--- src/rtl/serial_addsub_if.sv ---
// Operand/result bundle for the bit-serial adder/subtractor.
// The master drives the operation request; the slave returns status and result.
interface serial_addsub_if #(
  parameter int WIDTH = 8
);
  logic             start;
  logic [WIDTH-1:0] a;
  logic [WIDTH-1:0] b;
  logic             cin;
  logic             sub;
  logic             busy;
  logic             done;
  logic [WIDTH-1:0] sum;
  logic             cout;
  logic             ovf;

  modport master (
    output start, a, b, cin, sub,
    input  busy, done, sum, cout, ovf
  );

  modport slave (
    input  start, a, b, cin, sub,
    output busy, done, sum, cout, ovf
  );
endinterface

--- src/rtl/serial_addsub.sv ---
// Bit-serial adder/subtractor: one full-adder cell plus a carry flop,
// one bit per clock, LSB first. Subtraction is A + ~B + 1.
// The result registers only change on the edge that enters DONE, so no
// partially computed word is ever visible on sum.
module serial_addsub #(
  parameter int WIDTH = 8
) (
  input logic            clk,
  input logic            rst_n,
  serial_addsub_if.slave bus
);

  localparam int CW = $clog2(WIDTH + 1);

  typedef enum logic [1:0] {
    IDLE = 2'd0,
    RUN  = 2'd1,
    DONE = 2'd2
  } state_t;

  state_t           state_q, state_d;
  logic [CW-1:0]    cnt_q, cnt_d;
  logic [WIDTH-1:0] a_q, a_d;
  logic [WIDTH-1:0] b_q, b_d;
  logic [WIDTH-1:0] r_q, r_d;
  logic [WIDTH-1:0] sum_q, sum_d;
  logic             c_q, c_d;
  logic             cout_q, cout_d;
  logic             ovf_q, ovf_d;

  logic accept;
  logic last_bit;
  logic fa_s;
  logic fa_c;

  // A request is honoured only when no operation is being shifted through.
  assign accept   = bus.start && (state_q != RUN);
  assign last_bit = (state_q == RUN) && (cnt_q == CW'(WIDTH - 1));

  // The single full-adder cell working on the current LSBs.
  assign fa_s = a_q[0] ^ b_q[0] ^ c_q;
  assign fa_c = (a_q[0] & b_q[0]) | (c_q & (a_q[0] ^ b_q[0]));

  // State register; reset aborts any operation in flight.
  always_ff @(posedge clk or negedge rst_n) begin
    if (!rst_n) begin
      state_q <= IDLE;
    end else begin
      state_q <= state_d;
    end
  end

  // Next-state logic: DONE lasts one cycle unless a new request chains on.
  always_comb begin
    state_d = state_q;
    case (state_q)
      IDLE:    if (accept) state_d = RUN;
      RUN:     if (last_bit) state_d = DONE;
      DONE:    state_d = accept ? RUN : IDLE;
      default: state_d = IDLE;
    endcase
  end

  // Datapath next values: load on accept, shift one bit per RUN cycle,
  // publish the finished word on the last bit.
  always_comb begin
    a_d    = a_q;
    b_d    = b_q;
    c_d    = c_q;
    r_d    = r_q;
    cnt_d  = cnt_q;
    sum_d  = sum_q;
    cout_d = cout_q;
    ovf_d  = ovf_q;
    if (accept) begin
      a_d   = bus.a;
      b_d   = bus.sub ? ~bus.b : bus.b;
      c_d   = bus.sub ? 1'b1 : bus.cin;
      cnt_d = '0;
    end else if (state_q == RUN) begin
      a_d   = a_q >> 1;
      b_d   = b_q >> 1;
      c_d   = fa_c;
      r_d   = {fa_s, r_q[WIDTH-1:1]};
      cnt_d = cnt_q + CW'(1);
      if (last_bit) begin
        sum_d  = {fa_s, r_q[WIDTH-1:1]};
        cout_d = fa_c;
        // c_q is the carry into the MSB cell, fa_c the carry out of it.
        ovf_d  = c_q ^ fa_c;
      end
    end
  end

  // Datapath and result registers.
  always_ff @(posedge clk or negedge rst_n) begin
    if (!rst_n) begin
      a_q    <= '0;
      b_q    <= '0;
      c_q    <= 1'b0;
      r_q    <= '0;
      cnt_q  <= '0;
      sum_q  <= '0;
      cout_q <= 1'b0;
      ovf_q  <= 1'b0;
    end else begin
      a_q    <= a_d;
      b_q    <= b_d;
      c_q    <= c_d;
      r_q    <= r_d;
      cnt_q  <= cnt_d;
      sum_q  <= sum_d;
      cout_q <= cout_d;
      ovf_q  <= ovf_d;
    end
  end

  assign bus.busy = (state_q == RUN);
  assign bus.done = (state_q == DONE);
  assign bus.sum  = sum_q;
  assign bus.cout = cout_q;
  assign bus.ovf  = ovf_q;

endmodule

--- src/flat_wrapper.sv ---
// flat-port wrapper written by rule: the top's interface ports become plain ports
module serial_addsub_flat 
#(
  parameter int WIDTH = 8
)
  (clk, rst_n, bus_start, bus_a, bus_b, bus_cin, bus_sub, bus_busy, bus_done, bus_sum, bus_cout, bus_ovf);
  serial_addsub_if #(.WIDTH(WIDTH)) bus_i ();
  input logic clk;
  input logic rst_n;
  input wire logic [$bits(bus_i.start)-1:0] bus_start;
  input wire logic [$bits(bus_i.a)-1:0] bus_a;
  input wire logic [$bits(bus_i.b)-1:0] bus_b;
  input wire logic [$bits(bus_i.cin)-1:0] bus_cin;
  input wire logic [$bits(bus_i.sub)-1:0] bus_sub;
  output wire logic [$bits(bus_i.busy)-1:0] bus_busy;
  output wire logic [$bits(bus_i.done)-1:0] bus_done;
  output wire logic [$bits(bus_i.sum)-1:0] bus_sum;
  output wire logic [$bits(bus_i.cout)-1:0] bus_cout;
  output wire logic [$bits(bus_i.ovf)-1:0] bus_ovf;
  assign bus_i.start = bus_start;
  assign bus_i.a = bus_a;
  assign bus_i.b = bus_b;
  assign bus_i.cin = bus_cin;
  assign bus_i.sub = bus_sub;
  assign bus_busy = bus_i.busy;
  assign bus_done = bus_i.done;
  assign bus_sum = bus_i.sum;
  assign bus_cout = bus_i.cout;
  assign bus_ovf = bus_i.ovf;
  serial_addsub #(.WIDTH(WIDTH)) u_core (.clk(clk), .rst_n(rst_n), .bus(bus_i));
endmodule
--- config.mk ---
export PLATFORM = sky130hd
export DESIGN_NAME = serial_addsub_flat
export DESIGN_NICKNAME = d
export VERILOG_FILES = /design/src/rtl/serial_addsub_if.sv /design/src/rtl/serial_addsub.sv /design/src/flat_wrapper.sv
export SDC_FILE = /design/constraint.sdc
export NUM_CORES = 1
export LEC_CHECK = 0
export ABC_AREA = 1
export CELL_PAD_IN_SITES_DETAIL_PLACEMENT = 1
export CELL_PAD_IN_SITES_GLOBAL_PLACEMENT = 2
export CORE_MARGIN = 1.5
export CORE_UTILIZATION = 30
export DETAILED_ROUTE_END_ITERATION = 10
export HOLD_SLACK_MARGIN = 0.12
export PLACE_DENSITY = 0.86
export SYNTH_ARGS = -nofsm -noshare
export SYNTH_HDL_FRONTEND = slang
export SYNTH_SLANG_ARGS = --single-unit
--- constraint.sdc ---
create_clock -name clk -period 1.7 [get_ports clk]
set_input_delay 0.34 -clock clk [delete_from_list [all_inputs] [get_ports clk]]
set_output_delay 0.34 -clock clk [all_outputs]
set_load 0.02 [all_outputs]
==> run_results.csv, run 1 <==
group,metric,value,unit
outcome,status,"complete, no violations",
final_layout,areaGrowthSynthToFinish,29.1,%
synth,synth_edf_count,0,
final_layout,drive_above_1_share,0.130,
synth,synthArstFlopShare,1.00,
synth,synth_compound_area_frac,0.0654,
pwr,power.leakage,0.00120,uW
sta,setup_viol,0,
synth,synth_top_family_by_area,"simple AND/OR/NAND/NOR gates",
clock_network,cts_sinks,40,
final_layout,stdcell_area,2420,um2
synth,synth.largest_area_cell,"dfrtp_1",
routing,dr.pass1.iters,4,
synth,synth_commonest_cells,"nand2_1 (87), dfrtp_1 (40), nand3_1 (31), inv_1 (19), o21ai_0 (10)",
clock_network,htreeDepth,2,
routing,postRouteAntennaNets,0,
synth,ys_seq_area_frac,0.534,
critical_path,cp_top_family,"buffers and inverters",
floorplan,start_util,0.313,
sta,min_period,1.61,ns
synth,yosys.area.top_type_share,0.534,
pwr,ir_drop,0.613,mV
floorplan,fp.dieW,82.0,um
synth,synth.distinct_cells,22,
synth,syn_nets,245,
routing,totalWireLength,4120,um
grt,grt.overflow.total,0,
sta,clock_skew,0.0114,ns
grt,first_global_vias,1594,
clock_network,cts_buffer_depth,2,
clock_network,clkTransAtPathRegs,0.09,ns
sta,tightestPinTransition,0.433,ns
synth,synth_area_leaders,"dfrtp_1 (53%), nand2_1 (17%), nand3_1 (8.3%), inv_1 (3.8%), o21ai_2 (3.3%)",
final_layout,n_antenna_cell,0,
final_layout,n_fill_cell,733,
synth,synthSimpleGateAreaFrac,0.292,
grt,use_met1,0.175,
sta,fmax,0.623,GHz
critical_path,crit_chain,"clkdlybuf4s50_1",
critical_path,critPathKind,"flip-flop to primary output",
clock_network,cts_root_buf,"clkbuf_8",
routing,dr_total_vias,1534,
synth,synth_flop_cell,"dfrtp_1",
critical_path,endpoint_kind,"primary output",
placed_design,dp_hpwl,3010,um
placed_design,io_buffers,32,
routing,wl_per_cell,12.2,um
synth,syn_inst,222,
floorplan,fp-row-count,28,
synth,synth_area_per_cell,8.44,um2
clock_network,cts_buffers,5,
synth,synthXorXnorAreaFrac,0.00935,
floorplan,core_area,5990,um2
grt,met2_usage,0.248,
synth,synth_fa_ha_area_frac,0.0174,
sta,period_share,0.945,
synth,syn_area,1870,um2
grt,grt_pass1_wl,7250,um
pwr,powerDensity,1640,nW/um2
synth,yosys_warnings,0,
routing,routed_via_density,4.55,
sta,hold_viol,0,
floorplan,die_h,82.0,um
clock_network,cts_tree,"built",
critical_path,start_kind,"flip-flop",
critical_path,crit_buf_inv,1,
grt,antenna_found_initial,0,
critical_path,crit_path_top_delay_cell,"clkdlybuf4s50_1",
grt,use_met3,0.0300,
synth,synthMuxAreaShare,0,
critical_path,critPathArrivalTime,1.27,ns
grt,grt_start_max_net_pins,24,
clock_network,clock_latency,0.30,ns
critical_path,worst-path-max-fanout,2,
sta,rsz0062_at_grt,"no",
final_layout,finalNetCount,284,
routing,drc_errors,0,
critical_path,critPathMaxStageDelay,0.60,ns
synth,ys_ff_latch,40,
grt,grt_util_all_layers,0.143,
floorplan,io_pins,33,
clock_network,cts_setup_buffers,0,
floorplan,dieArea,6730,um2
placed_design,place_area,2300,um2
sta,slew_viol_final,0,
placed_design,routabilityCongestion,0.715,
routing,drt-initial-drc-count,51,
grt,top_usage_layer,"met2",
worst_hold_path,hp-class,"flip-flop to flip-flop",
synth,yosysMostFrequentCell,"nand2_1",
sta,fin_setup_tns,0,ns
flow_run,maxCapViolCount,0,
critical_path,required,1.36,ns
sta,slew_headroom,0.711,
[path summary, 6_finish.rpt]
path                            slack [ns]                end  cells after the start               from
worst max-delay path                  0.09         bus_sum[5]                      1  u_core.bus.sum[5]
worst min-delay path                  0.49  u_core.bus.sum[0]                      2      u_core.r_q[1]
worst max register to register        0.26  u_core.bus.sum[0]                      8  u_core.state_q[0]
worst min register to register        0.49  u_core.bus.sum[0]                      2      u_core.r_q[1]
max in group asynchronous             0.73      u_core.b_q[2]                      3              rst_n
min in group asynchronous             0.50  u_core.bus.sum[5]                      2              rst_n
[area by class of cell]
| class | count | area, um2 | area share |
|---|---|---|---|
| Tap cell | 75 | 93.8 | 0.0388 |
| Clock buffer | 5 | 68.8 | 0.0284 |
| Inverter | 21 | 78.8 | 0.0326 |
| Clock inverter | 3 | 42.5 | 0.0176 |
| Timing Repair Buffer | 42 | 415 | 0.172 |
| Sequential cell | 40 | 1000 | 0.414 |
| Multi-Input combinational cell | 151 | 719 | 0.297 |
[placed cells by master (no fill, tap or decap), types with 5 or more instances in the layout]
cell type,n
buf_4,7
dfrtp_1,40
clkbuf_8,5
inv_1,19
o21ai_0,10
o21ai_2,7
clkdlybuf4s50_1,29
nand2_1,87
nand3_1,31
[kinds of logic (layout without fill, tap and decap cells)]
family	Yosys count	after routing
simple gates	128	128
flops	40	40
buf+inv	31	71
compound gates	19	19
fa+ha+maj	2	2
xor+xnor	2	2
[per-layer routing]
metal / wire length (um) / share of wire
met1: 1950 / 0.47
met2: 1980 / 0.48
met3: 141 / 0.034
met4: 47 / 0.011
met5: 0 / 0
[metrics by stage]
stage | worst slack (ns) | power (uW) | instances | hold slack [ns] | utilization
6_report | 0.0940 | 3960 | 337 | 0.489 | 0.404
5_1_grt | 0.0278 | 4300 | 337 | 0.517 | 0.404
4_1_cts | 0.0805 | 4030 | 337 | 0.498 | 0.404
3_5_place_dp | 0.126 | 3250 | 328 | 0.309 | 0.384
3_3_place_gp | 0.175 | 3180 | 328 | 0.307 | 0.384
2_1_floorplan | 0.454 | 2660 | 222 | 0.0444 | -
[registers in the layout, indices dropped and copies added, names as in the netlist]
name	count
u_core.bus.ovf	1
u_core.a_q	8
u_core.bus.cout	1
u_core.b_q	8
u_core.c_q	1
u_core.r_q	7
u_core.bus.sum	8
u_core.cnt_q	4
u_core.state_q	2
[repair_timing]
item,in CTS,in global routing
resized for setup,2,0
hold endpoints to repair,17,0
setup endpoints to repair,2,0
hold buffers,1,0
[power by group]
part,switching (uW),internal (uW),total [uW]
Sequential,249,1350,1600
Clock,348,435,783
Combinational,919,658,1580
No activity file was read; power rests on OpenSTA's default activity.
==> run 2, diff against run 1 <==
REMOVE_ABC_BUFFERS = 1   (was default)
==> run 2 against run 1 <==
Net effect:
- largest power group unchanged
- sequential share of layout area grew 0.59 points
- sequential cell count unchanged
- design area shrank 1.4%
- maximum frequency decreased by 1.6%
- die area did not move
- utilization down 0.56 points
- largest cell class unchanged
- critical path type unchanged
- non-clock buffer count stayed put
==> run_results.csv, run 2 (same netlist as run 1, synthesis figures left out) <==
group,metric,value,unit
outcome,status,"complete, no violations",
sta,fin_setup_tns,0,ns
critical_path,crit_path_top_delay_cell,"clkdlybuf4s50_1",
sta,clock_skew,0.00409,ns
routing,dr.pass1.iters,6,
floorplan,start_util,0.313,
floorplan,die_h,82.0,um
pwr,p_total,3830,uW
clock_network,cts_sinks,40,
worst_hold_path,holdPathStages,2,
clock_network,cts_root_buf,"clkbuf_8",
floorplan,dieArea,6730,um2
sta,rsz0062_at_grt,"no",
clock_network,cts_buffers,5,
critical_path,worstSetupEndpoint,"bus_ovf",
sta,setup_viol,0,
sta,slew_viol_final,0,
grt,antenna_found_initial,0,
placed_design,dp_hpwl,3070,um
routing,drt-initial-drc-count,37,
floorplan,io_pins,33,
clock_network,clock_latency,0.29,ns
critical_path,cp_top_family,"buffers and inverters",
critical_path,ff2ff_path_depth,7,
sta,hold_viol,0,
grt,grt.overflow.total,0,
final_layout,drive_above_1_share,0.122,
critical_path,rrSetupSlack,0.20,ns
sta,min_period,1.63,ns
critical_path,rr_endpoint,"u_core.bus.sum[0]",
placed_design,io_buffers,32,
routing,wl_per_cell,12.2,um
clock_network,clkTransAtPathRegs,0.08,ns
clock_network,htreeDepth,2,
flow_run,maxCapViolCount,0,
critical_path,critPathKind,"flip-flop to primary output",
critical_path,required,1.36,ns
routing,postRouteAntennaNets,0,
floorplan,core_area,5990,um2
clock_network,cts_tree,"built",
critical_path,critPathMaxStageDelay,0.62,ns
critical_path,worst-path-max-fanout,2,
placed_design,routabilityCongestion,0.712,
critical_path,critical_path_depth,1,
routing,totalWireLength,4130,um
sta,fmax,0.613,GHz
grt,grt_pass1_wl,7210,um
critical_path,crit_chain,"clkdlybuf4s50_1",
clock_network,cts_setup_buffers,0,
critical_path,crit_start,"u_core.bus.ovf",
routing,drc_errors,0,
sta,slew_headroom,0.646,
critical_path,critPathArrivalTime,1.29,ns
final_layout,n_antenna_cell,0,
final_layout,areaGrowthSynthToFinish,27.3,%
routing,routed_via_density,4.59,
sta,period_share,0.960,
grt,first_global_vias,1539,
final_layout,final_common_cell,"nand2_1",
floorplan,fp.dieW,82.0,um
worst_hold_path,hp-class,"flip-flop to flip-flop",
routing,dr_total_vias,1546,
critical_path,endpoint_kind,"primary output",
critical_path,rr_startpoint,"u_core.cnt_q[0]",
grt,grt_start_max_net_pins,22,
clock_network,cts_buffer_depth,2,
floorplan,fp-row-count,28,
critical_path,start_kind,"flip-flop",
sta,tightestPinTransition,0.531,ns
grt,grt_util_all_layers,0.143,
pwr,powerDensity,1610,nW/um2
final_layout,final_cell_mix,"nand2_1 (87), dfrtp_1 (40), nand3_1 (31)",
critical_path,crit_buf_inv,1,
pwr,ir_drop,0.652,mV
pwr,power.leakage,0.00119,uW
final_layout,finalNetCount,284,
-- run 2: cell types whose count changed in the layout (fill, tap and decap cells not counted) --
cell,change
buf_12,-1
buf_4,+1
bufinv_16,-1
clkbuf_1,+2
clkbuf_8,+1
clkinv_2,-1
clkinvlp_4,-1
-- run 2: per-layer routing --
metal  part of all wire  track usage
met1               0.49        0.192
met2               0.46        0.223
met3              0.032       0.0311
met4              0.015       0.0559
met5                  0            0
-- run 2: power breakdown --
part | switching, uW | total (uW) | internal [uW]
sequential | 246 | 1600 | 1350
combinational | 921 | 1580 | 660
clock | 323 | 654 | 331
-- run 2: what timing repair did --
action	CTS	global route
resized for setup	2	0
hold buffers	1	0
endpoints found under the hold margin	20	0
setup endpoints to repair	2	0
-- run 2: per-stage QoR --
stage               utilization  cells  hold WS [ns]  area (um2)  setup WS (ns)
floorplan                     -    212        0.0444        1800          0.266
global placement          0.382    328         0.344        2290          0.180
detailed placement        0.382    328         0.347        2290          0.172
CTS                       0.398    337         0.490        2390         0.0616
global route              0.398    337         0.512        2390         0.0279
finish                    0.398    337         0.484        2390         0.0678
-- run 2: worst min-delay path by stage --
stage | start | endpoint | slack (ns)
final | u_core.a_q[7] | u_core.a_q[7] | 0.48
after global routing | u_core.a_q[1] | u_core.a_q[1] | 0.51
after CTS | u_core.bus.sum[5] | u_core.bus.sum[5] | 0.49
after detailed placement | rst_n | u_core.bus.sum[2] | 0.35
after global placement | rst_n | u_core.bus.sum[2] | 0.34
after floorplan | rst_n | u_core.a_q[0] | 0.04
-- run 2: area by class of cell --
type,count,area (um2)
Clock buffer,8,90.1
Fill cell,724,3600
Inverter,21,78.8
Multi-Input combinational cell,151,719
Sequential cell,40,1000
Tap cell,75,93.8
Timing Repair Buffer,42,403
